==> config.mk <==
export PLATFORM = sky130hd
export DESIGN_NAME = router_out_arb_xbar
export DESIGN_NICKNAME = d
export VERILOG_FILES = /design/src/rtl/router_out_arb_xbar.sv
export SDC_FILE = /design/constraint.sdc
export NUM_CORES = 1
export LEC_CHECK = 0
export CAP_MARGIN = 20
export CORE_AREA = 2 2 100 102
export DETAILED_ROUTE_END_ITERATION = 7
export DIE_AREA = 0 0 102 104
export GPL_TIMING_DRIVEN = 0
export PLACE_DENSITY = 0.87
export SLEW_MARGIN = 30
export SYNTH_ARGS = -nofsm -noshare
export SYNTH_HDL_FRONTEND = slang
export SYNTH_SLANG_ARGS = --single-unit
==> constraint.sdc <==
create_clock -name clk -period 9.7 [get_ports clk]
set_input_delay 1.94 -clock clk [delete_from_list [all_inputs] [get_ports clk]]
set_output_delay 1.94 -clock clk [all_outputs]
set_load 0.02 [all_outputs]
==> src/rtl/router_out_arb_xbar.sv <==
`default_nettype none
// router_out_arb_xbar -- one NoC output port: wormhole-locked round-robin select with registered flit/valid.
// Rev 1.0
module router_out_arb_xbar #(
  parameter int NUM_IN     = 5,
  parameter int DATA_WIDTH = 32,
  parameter int SEL_W      = $clog2(NUM_IN)
) (
  input  logic                         clk,
  input  logic                         reset,
  input  logic [NUM_IN-1:0]            req_in,
  input  logic [NUM_IN*DATA_WIDTH-1:0] data_in,
  input  logic                         ready_in,
  output logic [NUM_IN-1:0]            grant_out,
  output logic [DATA_WIDTH-1:0]        dataout,
  output logic                         validout,
  output logic [SEL_W-1:0]             sel_out,
  output logic                         busy
);

  localparam logic [0:0] c_ST_IDLE   = 1'b0;
  localparam logic [0:0] c_ST_LOCKED = 1'b1;
  localparam logic [2:0] c_TYPE_HDR  = 3'b001;
  localparam logic [2:0] c_TYPE_TAIL = 3'b100;

  logic [0:0]            r_state;
  logic [SEL_W-1:0]      r_owner;
  logic [SEL_W-1:0]      r_rr_ptr;
  logic [DATA_WIDTH-1:0] r_data;
  logic                  r_valid;

  logic [NUM_IN-1:0]     w_eligible;
  logic                  w_found;
  logic [SEL_W-1:0]      w_winner;
  logic [NUM_IN-1:0]     w_grant;
  logic                  w_gnt_any;
  logic [SEL_W-1:0]      w_gnt_idx;
  logic [DATA_WIDTH-1:0] w_gnt_flit;
  logic                  w_gnt_tail;

  // (base + off) mod NUM_IN for off < NUM_IN, valid for non-power-of-two port counts
  function automatic logic [SEL_W-1:0] f_wrap(input logic [SEL_W-1:0] base, input int off);
    int s;
    s = int'(base) + off;
    if (s >= NUM_IN) s = s - NUM_IN;
    return s[SEL_W-1:0];
  endfunction

  genvar gi;
  generate
    for (gi = 0; gi < NUM_IN; gi++) begin : g_elig
      assign w_eligible[gi] = req_in[gi] &
        (data_in[gi*DATA_WIDTH + DATA_WIDTH - 1 -: 3] == c_TYPE_HDR);
    end
  endgenerate

  always_comb begin
    w_found  = 1'b0;
    w_winner = '0;
    for (int k = 0; k < NUM_IN; k++) begin
      if (!w_found && w_eligible[f_wrap(r_rr_ptr, k)]) begin
        w_found  = 1'b1;
        w_winner = f_wrap(r_rr_ptr, k);
      end
    end
  end

  always_comb begin
    w_grant = '0;
    if (r_state == c_ST_IDLE) begin
      if (ready_in && w_found) w_grant[w_winner] = 1'b1;
    end else begin
      if (ready_in && req_in[r_owner]) w_grant[r_owner] = 1'b1;
    end
  end

  assign w_gnt_any  = |w_grant;
  assign w_gnt_idx  = (r_state == c_ST_IDLE) ? w_winner : r_owner;
  assign w_gnt_flit = data_in[int'(w_gnt_idx)*DATA_WIDTH +: DATA_WIDTH];
  assign w_gnt_tail = (w_gnt_flit[DATA_WIDTH-1 -: 3] == c_TYPE_TAIL);

  always_ff @(posedge clk or negedge reset) begin
    if (!reset) begin
      r_state  <= c_ST_IDLE;
      r_owner  <= '0;
      r_rr_ptr <= '0;
      r_data   <= '0;
      r_valid  <= 1'b0;
    end else begin
      r_valid <= w_gnt_any;
      if (w_gnt_any) r_data <= w_gnt_flit;
      if (r_state == c_ST_IDLE) begin
        if (w_gnt_any) begin
          r_owner <= w_winner;
          r_state <= c_ST_LOCKED;
        end
      end else if (w_gnt_any && w_gnt_tail) begin
        // Any non-tail flit from the owner (even a stray header) keeps the lock
        r_state  <= c_ST_IDLE;
        r_rr_ptr <= f_wrap(r_owner, 1);
      end
    end
  end

  assign grant_out = reset ? w_grant : '0;
  assign dataout   = r_data;
  assign validout  = r_valid;
  assign sel_out   = r_owner;
  assign busy      = (r_state == c_ST_LOCKED);

endmodule
`default_nettype wire

# Word-level counts from Yosys, hierarchy flattened
# Index checks and enable logic that the tools add are counted.
[word_totals]
elab_cells = 100
register_bits = 40
output_inout_bits = 42
[classes]
order_cmp = 15
shifts = 1
n_bitwise = 6
eq_ne = 6
muxes = 40
n_addsub = 11
reduce_logical = 16
[op_table]
columns = ["op", "n"]
rows = [
  ["160-bit by 9-bit indexed part select with 32-bit output", 1],
  ["3-bit 2-to-1 mux", 12],
  ["3-bit by 4-bit < comparator with 1-bit output (second input constant)", 7],
  ["4-bit by 3-bit greater-or-equal comparator with 1-bit output (second input constant)", 5],
  ["5-bit 2-to-1 mux", 4],
  ["1-bit binary-select mux with 3-bit select", 6],
  ["3-bit subtractor (second input constant)", 6],
  ["1-bit 2-to-1 mux", 16],
  ["3-bit by 1-bit equality test with 1-bit output (second input constant)", 5],
  ["1-bit logical AND", 9],
  ["3-bit by 1-bit adder with 4-bit output (second input constant)", 2],
  ["3-bit by 2-bit adder with 4-bit output (second input constant)", 2],
  ["1-bit demux with 3-bit select", 2],
  ["3-bit by 1-bit greater-or-equal comparator with 1-bit output (second input constant)", 2],
  ["1-bit AND", 5],
  ["5-bit OR reduction", 1],
  ["3-bit by 3-bit adder with 4-bit output (second input constant)", 1],
  ["1-bit logical NOT", 4],
  ["2-bit AND reduction", 2],
  ["3-bit equality test (second input constant)", 1],
  ["3-bit greater-or-equal comparator (second input constant)", 1],
  ["1-bit inverter", 1],
]

# Logic depth before layout (Yosys ltp)
[logic_depth]
depth_word = 27
ltp_mapped = 19

# Least setup slack after synthesis
# No wires, ideal clock.
[synth_timing]
kind = "input -> output"
start = "input data_in[62]"
end = "output grant_out[4]"
n_path_buf = 0
stages = 9
arrival_time_ns = 4.070
t_required_ns = 7.760
setup_slack_ns = 3.690
cell_sequence = "nor4bb_1 -> mux2i_1 -> a22oi_2 -> mux2_2 -> a211o_1 -> nand2_1 -> nand2_1 -> nor2_1 -> o21a_1"
[synth_via]
elab_chain_len = 24
word_cells_on_any_way = 39
classes_between = "order compare: 2; eq/ne: 1; mux: 25; bitwise: 1; reduce/logical: 10"
[synth_lines]
columns = ["item", "line_no", "source"]
rows = [
  ["from (decl)", "12", "input logic [NUM_IN*DATA_WIDTH-1:0] data_in,"],
  ["3-bit by 1-bit equality test with 1-bit output *", "53", "(data_in[gi*DATA_WIDTH + DATA_WIDTH - 1 -: 3] == c_TYPE_HDR);"],
  ["1-bit AND *", "52", "assign w_eligible[gi] = req_in[gi] &"],
  ["1-bit binary-select mux with 3-bit select", "61", "if (!w_found && w_eligible[f_wrap(r_rr_ptr, k)]) begin"],
  ["1-bit 2-to-1 mux (not written as such)", "61", ""],
  ["1-bit 2-to-1 mux", "61", ""],
  ["1-bit logical NOT", "61", ""],
  ["1-bit logical AND", "61", ""],
  ["1-bit 2-to-1 mux", "61", ""],
  ["[8 not listed]", "--", ""],
  ["3-bit 2-to-1 mux", "61", ""],
  ["3-bit by 4-bit < comparator with 1-bit output (not written as such) or 3-bit by 1-bit greater-or-equal comparator with 1-bit output (tied branches)", "71", "if (ready_in && w_found) w_grant[w_winner] = 1'b1;"],
  ["1-bit logical AND (not written as such)", "71", ""],
  ["1-bit 2-to-1 mux (not written as such)", "71", ""],
  ["1-bit demux with 3-bit select", "71", ""],
  ["5-bit 2-to-1 mux *", "71", ""],
  ["5-bit 2-to-1 mux *", "70", "if (r_state == c_ST_IDLE) begin"],
  ["5-bit 2-to-1 mux *", "105", "assign grant_out = reset ? w_grant : '0;"],
  ["to (decl)", "14", "output logic [NUM_IN-1:0] grant_out,"],
]
# Mark *: on every way between the ends. The rest lies on a longest branch, timed or not. The select of a mux whose other input is x is not followed.

# Worst setup path after layout
[layout_timing]
start = "input req_in[1]"
end = "output grant_out[0]"
[layout_via]
elab_chain_len = 23
word_cells_on_any_way = 42
classes_between = "order compare: 2; mux: 28; bitwise: 1; reduce/logical: 11"
[layout_lines]
columns = ["item", "line_no", "source"]
rows = [
  ["from (decl)", "11", "input logic [NUM_IN-1:0] req_in,"],
  ["1-bit AND", "52", ""],
  ["1-bit binary-select mux with 3-bit select", "61", ""],
  ["1-bit 2-to-1 mux (not written as such)", "61", ""],
  ["1-bit 2-to-1 mux", "61", ""],
  ["1-bit logical NOT", "61", ""],
  ["1-bit logical AND", "61", ""],
  ["1-bit 2-to-1 mux", "61", ""],
  ["1-bit logical NOT", "61", ""],
  ["[7 not listed]", "--", ""],
  ["3-bit 2-to-1 mux", "61", ""],
  ["3-bit by 4-bit < comparator with 1-bit output (not written as such) or 3-bit by 1-bit greater-or-equal comparator with 1-bit output (tied branches)", "71", ""],
  ["1-bit logical AND (not written as such)", "71", ""],
  ["1-bit 2-to-1 mux (not written as such)", "71", ""],
  ["1-bit demux with 3-bit select", "71", ""],
  ["5-bit 2-to-1 mux", "71", ""],
  ["5-bit 2-to-1 mux *", "70", ""],
  ["5-bit 2-to-1 mux *", "105", ""],
]
# Marks and branches as above.

==> results by group <==
Pwr
  • Worst vdd ir: 186 uV
  • Power Internal: 1.08 mW
  • Logic pwr share: 80.6%
  • Clock Power Share: 5.0%
  • Net Sw Frac: 50.1%
  • Net Sw Power: 1.09 mW
  • PwrDens: 333 nW/um^2
  • Leakage: 2.60 nW
  • Sequential fraction of design power: 14.4%

Clocking
  • Max H-tree Level: 2
  • Cts repair resizes: 0
  • CTS tree: built
  • Clk root buf: clkbuf_8
  • Hold buffers post-CTS: 0
  • CTS clk-pin slew, worst paths: 70 ps
  • CTS Buf Count: 5
  • Worst-Skew Late Latency: 300 ps
  • Clk buf depth: 2
  • # clock sinks: 40
  • Post-CTS setup buffers: 0

Critical path
  • Worst r2r src: r_rr_ptr[0]
  • Top delay family on crit path: compound AO/OA/AOI/OAI gates
  • Crit-path cells: clkdlybuf4s50_1, nor4bb_2, a21oi_1, a311o_1, a41oi_1, o221ai_1, a21oi_1, nand2_1, o32ai_1, and2_1, clkdlybuf4s50_1
  • Reg2reg end: dataout[18]
  • Slowest cell on crit path: nor4bb_2
  • Reg2Reg Depth: 16
  • Critical path type: primary input to output port
  • Worst EP required: 7760 ps
  • Critical path arrival: 5550 ps
  • FF-to-FF setup slack: 4850 ps
  • CP startpoint: req_in[1]
  • CP Max Fanout: 5
  • Critical path depth: 11
  • Bufs and invs on worst path: 2
  • Crit end category: output port
  • Startpoint types: primary input
  • Crit path to: grant_out[0]
  • Crit-path max cell delay: 660 ps

Final layout
  • # fillers: 782
  • Area Growth Syn to Fin: 57.0%
  • Area occupied by multi-input gates: 2970 sq um
  • Inserted Diodes: 0
  • Layout Utilization: 68.3%
  • Storage cell area: 1000 sq um
  • Share of cells above drive strength 1: 11.5%
  • Final net count: 842

Logic synthesis
  • Sequential area share after synthesis: 24.1%
  • Seq cells post-synth: 40
  • Warnings from Yosys: 0
  • EDFF count, synth: 0
  • Cell Area, Synth: 4160 sq um
  • Top FF cell, synth: dfrtp_1
  • Mapped Cells: 446
  • Synth Area per Inst: 9.32 sq um
  • Post-synth ARST share: 100%
  • Synth cell types: 76
  • Syn nets: 625

STA
  • Final Skew: 19.8 ps
  • Fin. max-slew vios: 0
  • Tcrit/Tclk final: 77.2%
  • Final Critical Period: 7490 ps
  • Unrepaired setup endpoints after global routing: no
  • Max Clk Rate: 134 MHz
  • Worst rel slew slack: 53.0%
  • Final setup violation count: 0
  • Final hold violation count: 0
  • Worst-margin pin slew: 695 ps
  • Fin Setup TNS: 0 ps

Placed design
  • DP Wirelength: 13.5 mm
  • Gp weighted congestion: 0.917
  • IO buf count: 209

Floorplan
  • Ports: 210
  • Die W: 102 um
  • Die height: 104 um
  • Initial core utilization: 43.5%
  • Row Count: 36
  • Die area: 10600 sq um
  • Core ar.: 9550 sq um

Detailed routing
  • Post-DR wirelength/cell: 20.4 um
  • Via count: 4759
  • Antenna Nets Post-Route: 0
  • TritonRoute pass-1 iters: 4
  • Iter 0 DRT Violations: 233
  • Routed WL: 16.2 mm
  • DRC Markers: 0
  • Vias per cell: 5.98

Global route
  • Vias in the first global route: 4746
  • Largest net degree at the start of global routing: 30
  • Remaining global-route overflow: 0
  • Tot GR Track Use: 29.5%
  • Initial antenna violation count: 0
  • First-pass GRT wire length: 24.8 mm

Min path
  • Hold WC Path Type: flip-flop to flip-flop

Outcome
  • Run status: finished clean

Flow run
  • Max cap viols: 0
layer usage:
metal | up-vias | routed length (um) | global-route usage, % | part of all wire [%]
li1 | 2207 | - | - | -
met2 | 210 | 7970 | 50.3 | 49
met1 | 2309 | 6680 | 37.5 | 41
met3 | 33 | 1140 | 5.24 | 7.0
met4 | 0 | 442 | 9.33 | 2.7
met5 | - | 0 | 0 | 0
power by group through the flow:
| stage | logic, mW | registers (mW) | clock network [mW] |
|---|---|---|---|
| after global placement | 1.69 | 0.311 | 0 |
| after CTS | 1.74 | 0.312 | 0.112 |
| final | 1.75 | 0.312 | 0.108 |
| after floorplan | 1.12 | 0.400 | 0 |
| after global routing | 1.89 | 0.322 | 0.119 |
| after detailed placement | 1.73 | 0.316 | 0 |
registers in the layout (all words and copies together) (netlist names):
register and cells:
busy 1, r_rr_ptr 3, validout 1, dataout 32
sel_out 3
Yosys cell counts, drive strengths merged (3+ instances only):
library cell | instances | area [sq um]
a211oi | 4 | 40.0
a21o | 3 | 22.5
a21oi | 11 | 58.8
a22oi | 31 | 238
a31oi | 5 | 31.3
and2 | 7 | 43.8
and3 | 3 | 18.8
buf | 13 | 80.1
clkbuf | 20 | 75.1
dfrtp | 40 | 1000
ha | 10 | 125
inv | 12 | 45.0
mux2 | 35 | 398
mux2i | 45 | 450
nand2 | 22 | 82.6
nand2b | 5 | 31.3
nand3 | 6 | 30.0
nand4 | 5 | 31.3
nor2 | 15 | 56.3
nor2b | 5 | 31.3
nor3 | 5 | 25.0
nor4 | 4 | 31.3
o21a | 31 | 233
o21ai | 11 | 55.1
o221ai | 31 | 278
o22ai | 4 | 25.0
o31ai | 4 | 30.0
xnor2 | 7 | 76.3
area by class of cell:
cell class / instances / share of cell area, %
timing repair buffer: 210 / 32.3
inverter: 12 / 0.690
clock buffer: 5 / 1.05
sequential: 40 / 15.3
clock inverter: 2 / 0.192
tap: 133 / 2.55
buffer: 33 / 2.38
multi-input combinational: 361 / 45.5
worst register-to-register path, cell delays in order (launching register included):
cell	delay, ps
dfrtp_1	430
buf_4	200
inv_2	170
ha_1	170
inv_1	50
fa_1	410
a21oi_1	310
xnor2_2	210
mux2_2	390
nand3_1	180
nand4_1	190
o41ai_1	590
a21o_1	200
clkbuf_1	410
clkbuf_1	420
o221ai_1	230
o21a_1	150
worst min path at each step:
| stage | from | end | slack (ps) | depth (start not counted) |
|---|---|---|---|---|
| final | dataout[22] | dataout[22] | 490 | 1 |
| after global routing | dataout[17] | dataout[17] | 500 | 1 |
| after CTS | dataout[22] | dataout[22] | 500 | 1 |
| after detailed placement | dataout[22] | dataout[22] | 480 | 1 |
| after global placement | dataout[22] | dataout[22] | 470 | 1 |
| after floorplan | dataout[0] | dataout[0] | 610 | 1 |
cells in the final DEF (no fill, tap or decap), drive strengths merged, types with 6 or more instances in the layout:
master / count
nand2: 22
clkbuf: 25
and2: 7
xnor2: 7
buf: 15
o221ai: 31
a21oi: 11
ha: 10
inv: 12
o21a: 31
clkdlybuf4s50: 208
dfrtp: 40
nor2: 15
o21ai: 11
nand3: 6
mux2: 35
a22oi: 31
mux2i: 45
cell families (layout without fill, tap and decap cells):
logic type | after synthesis | in the layout | share of synthesized area, %
and+or+nand+nor | 97 | 97 | 13.8
AOI/OAI and AO/OA | 163 | 163 | 30.6
xor gates and xnor gates | 9 | 9 | 2.26
DFF | 40 | 40 | 24.1
muxes | 81 | 81 | 21.0
adders and majority gates | 11 | 11 | 3.49
buffers and inverters | 45 | 262 | 4.82
per-stage QoR:
stage / power, mW / hold WS (ps) / cells / instance area [sq um] / worst slack (ps)
5_1_grt: 2.33 / 501 / 796 / 6520 / 2030
6_report: 2.17 / 491 / 796 / 6520 / 2210
4_1_cts: 2.16 / 496 / 796 / 6520 / 2250
3_3_place_gp: 2.00 / 472 / 788 / 6410 / 1910
3_5_place_dp: 2.05 / 479 / 789 / 6440 / 2250
2_1_floorplan: 1.52 / 609 / 446 / 4160 / 3690
Note: power is estimated with default switching activity, not from simulation.
==> RTL change: new RTL, same flow settings <==
Set the parameter `NUM_IN` to 4 (it was 5).
--- a/src/rtl/router_out_arb_xbar.sv
+++ b/src/rtl/router_out_arb_xbar.sv
@@ -2,7 +2,7 @@
 // router_out_arb_xbar -- one NoC output port: wormhole-locked round-robin select with registered flit/valid.
 // Rev 1.0
 module router_out_arb_xbar #(
-  parameter int NUM_IN     = 5,
+  parameter int NUM_IN     = 4,
   parameter int DATA_WIDTH = 32,
   parameter int SEL_W      = $clog2(NUM_IN)
 ) (
Ports: changed (resized data_in, grant_out, req_in and sel_out); port bits go from 210 to 175. The function was not compared with the original's and may differ.
==> RTL change against the unedited design <==
Cell area fell by 24%; maximum frequency grew 17%; worst hold slack got worse by 0.0080 ns; area after synthesis down 29%; total power down 45%; count of clock-buffer cells in the layout is the same; wire length down 27%; worst setup slack improved by 1.1 ns; critical path depth shrank 3; critical endpoint unchanged; highest routed layer unchanged; sequential cell count fell by 2; combinational power down 53%.
==> RTL change: results <==
[power_and_ir_drop]
p_sw_w = 0.000560
peakVddDrop_v = 0.000107
p_clk_w = 0.000107
p_comb_frac = 0.681
p_leak_nw = 2.12

[outcome]
status = "complete, no violations"

[worst_hold_path]
holdPathEnd = "dataout[16]"
hold_class = "reg -> reg"
min_from = "dataout[16]"
min_path_cells = 2

[layout]
largest_register_ffs = 32
drive_gt1_frac = 0.0676
layout.nets = 686
diodes = 0

[critical_path]
critPathSlowestCell = "clkdlybuf4s50_1"
r2r_cells = 9
r2r-start = "sel_out[0]"
r2r_setup_slack_ns = 6.99
slowest_delay_ns = 0.61
reg2reg_to = "dataout[10]"
critical_path_arrival_ns = 4.44
path_delay_family = "buffers and inverters"
worstPathMaxFanout = 6

[sta]
holdWs_ns = 0.483
period_share = 0.658
slew_headroom = 0.643
finalClockSkew_ns = 0.00857
tns_ns = 0

[global_routing]
antenna_found_initial = 0
grt_pass1_wl_mm = 18.0
grt_pass1_vias = 3737
grt_max_degree = 24
grt_use_total = 0.212

[yosys]
synth_cell_types = 48
synth-seq-area-share = 0.323
synthesis.nets = 504
async_flop_share = 1.00
synth_area_leaders = "dfrtp_1 32%, nand2_1 13%, o31ai_1 8.4%"
synthTopCellsByCount = "103 x nand2_1, 38 x dfrtp_1, 33 x and2_1, 33 x o31ai_1"
ys_warn_count = 0

[detailed_routing]
wl_per_cell_um = 17.3
ant_nets = 0
drt-initial-drc-count = 171
num_vias = 3605
firstDrtPassIters = 5

[clock_tree]
cts-root-buf = "clkbuf_8"
cts_buffers = 5
path_clk_slew_ns = 0.08
post_cts_buffers = 0
cts_max_level = 2
clkLatencyLatePin_ns = 0.30
cts_resized = 0
cts_buffer_depth = 2

[placement]
dpl.hpwl_mm = 9.24
dp_slack_ns = 3.38
routabilityCongestion = 0.871
port-buffer-count = 174
==> RTL change: final cells by class <==
type | count | area [sq um]
clock inverter | 2 | 10.0
timing repair buffer | 175 | 1760
inverter | 5 | 18.8
clock buffer | 5 | 68.8
multi-input combinational | 291 | 1810
sequential | 38 | 951
fill | 892 | 4590
tap | 133 | 166
buffer | 31 | 166
==> RTL change: worst reg2reg max path, stage by stage, from the launching register on <==
cell,delay [ns]
dfrtp_1,0.40
buf_2,0.24
mux4_2,0.55
and3_4,0.22
nand2_1,0.07
nand2_1,0.11
nor4_4,0.44
buf_4,0.28
buf_4,0.20
o31ai_1,0.10
==> RTL change: how the worst max path moves through the flow <==
stage                            from            to  depth (start not counted)
final                     data_in[95]  grant_out[0]                          8
after global routing      data_in[94]  grant_out[0]                          8
after CTS                 data_in[95]  grant_out[0]                          8
after detailed placement  data_in[95]  grant_out[0]                          8
after global placement          reset  grant_out[1]                          3
after floorplan           data_in[63]  grant_out[0]                          7
==> RTL change: through the flow <==
step,total power (W),cell area (sq um),cells
6_report,0.00120,4950,680
5_1_grt,0.00130,4950,680
4_1_cts,0.00121,4950,680
3_5_place_dp,0.00110,4880,673
3_3_place_gp,0.00108,4850,672
2_1_floorplan,0.000751,2950,365
==> RTL change: logic make-up after synthesis <==
kind of cell / Yosys count / share of synthesized area
flip-flops: 38 / 0.323
multiplexers: 3 / 0.0153
buffers and inverters: 36 / 0.0629
adder cells (fa/ha/maj): 4 / 0.0170
AND/OR/NAND/NOR: 187 / 0.328
AO/OA/AOI/OAI: 97 / 0.254
==> RTL change: layer usage <==
layer  GRT usage  routed length (um)
met1       0.232                4420
met5           0                   0
met4      0.0657                 268
met3      0.0511                1050
met2       0.396                6050
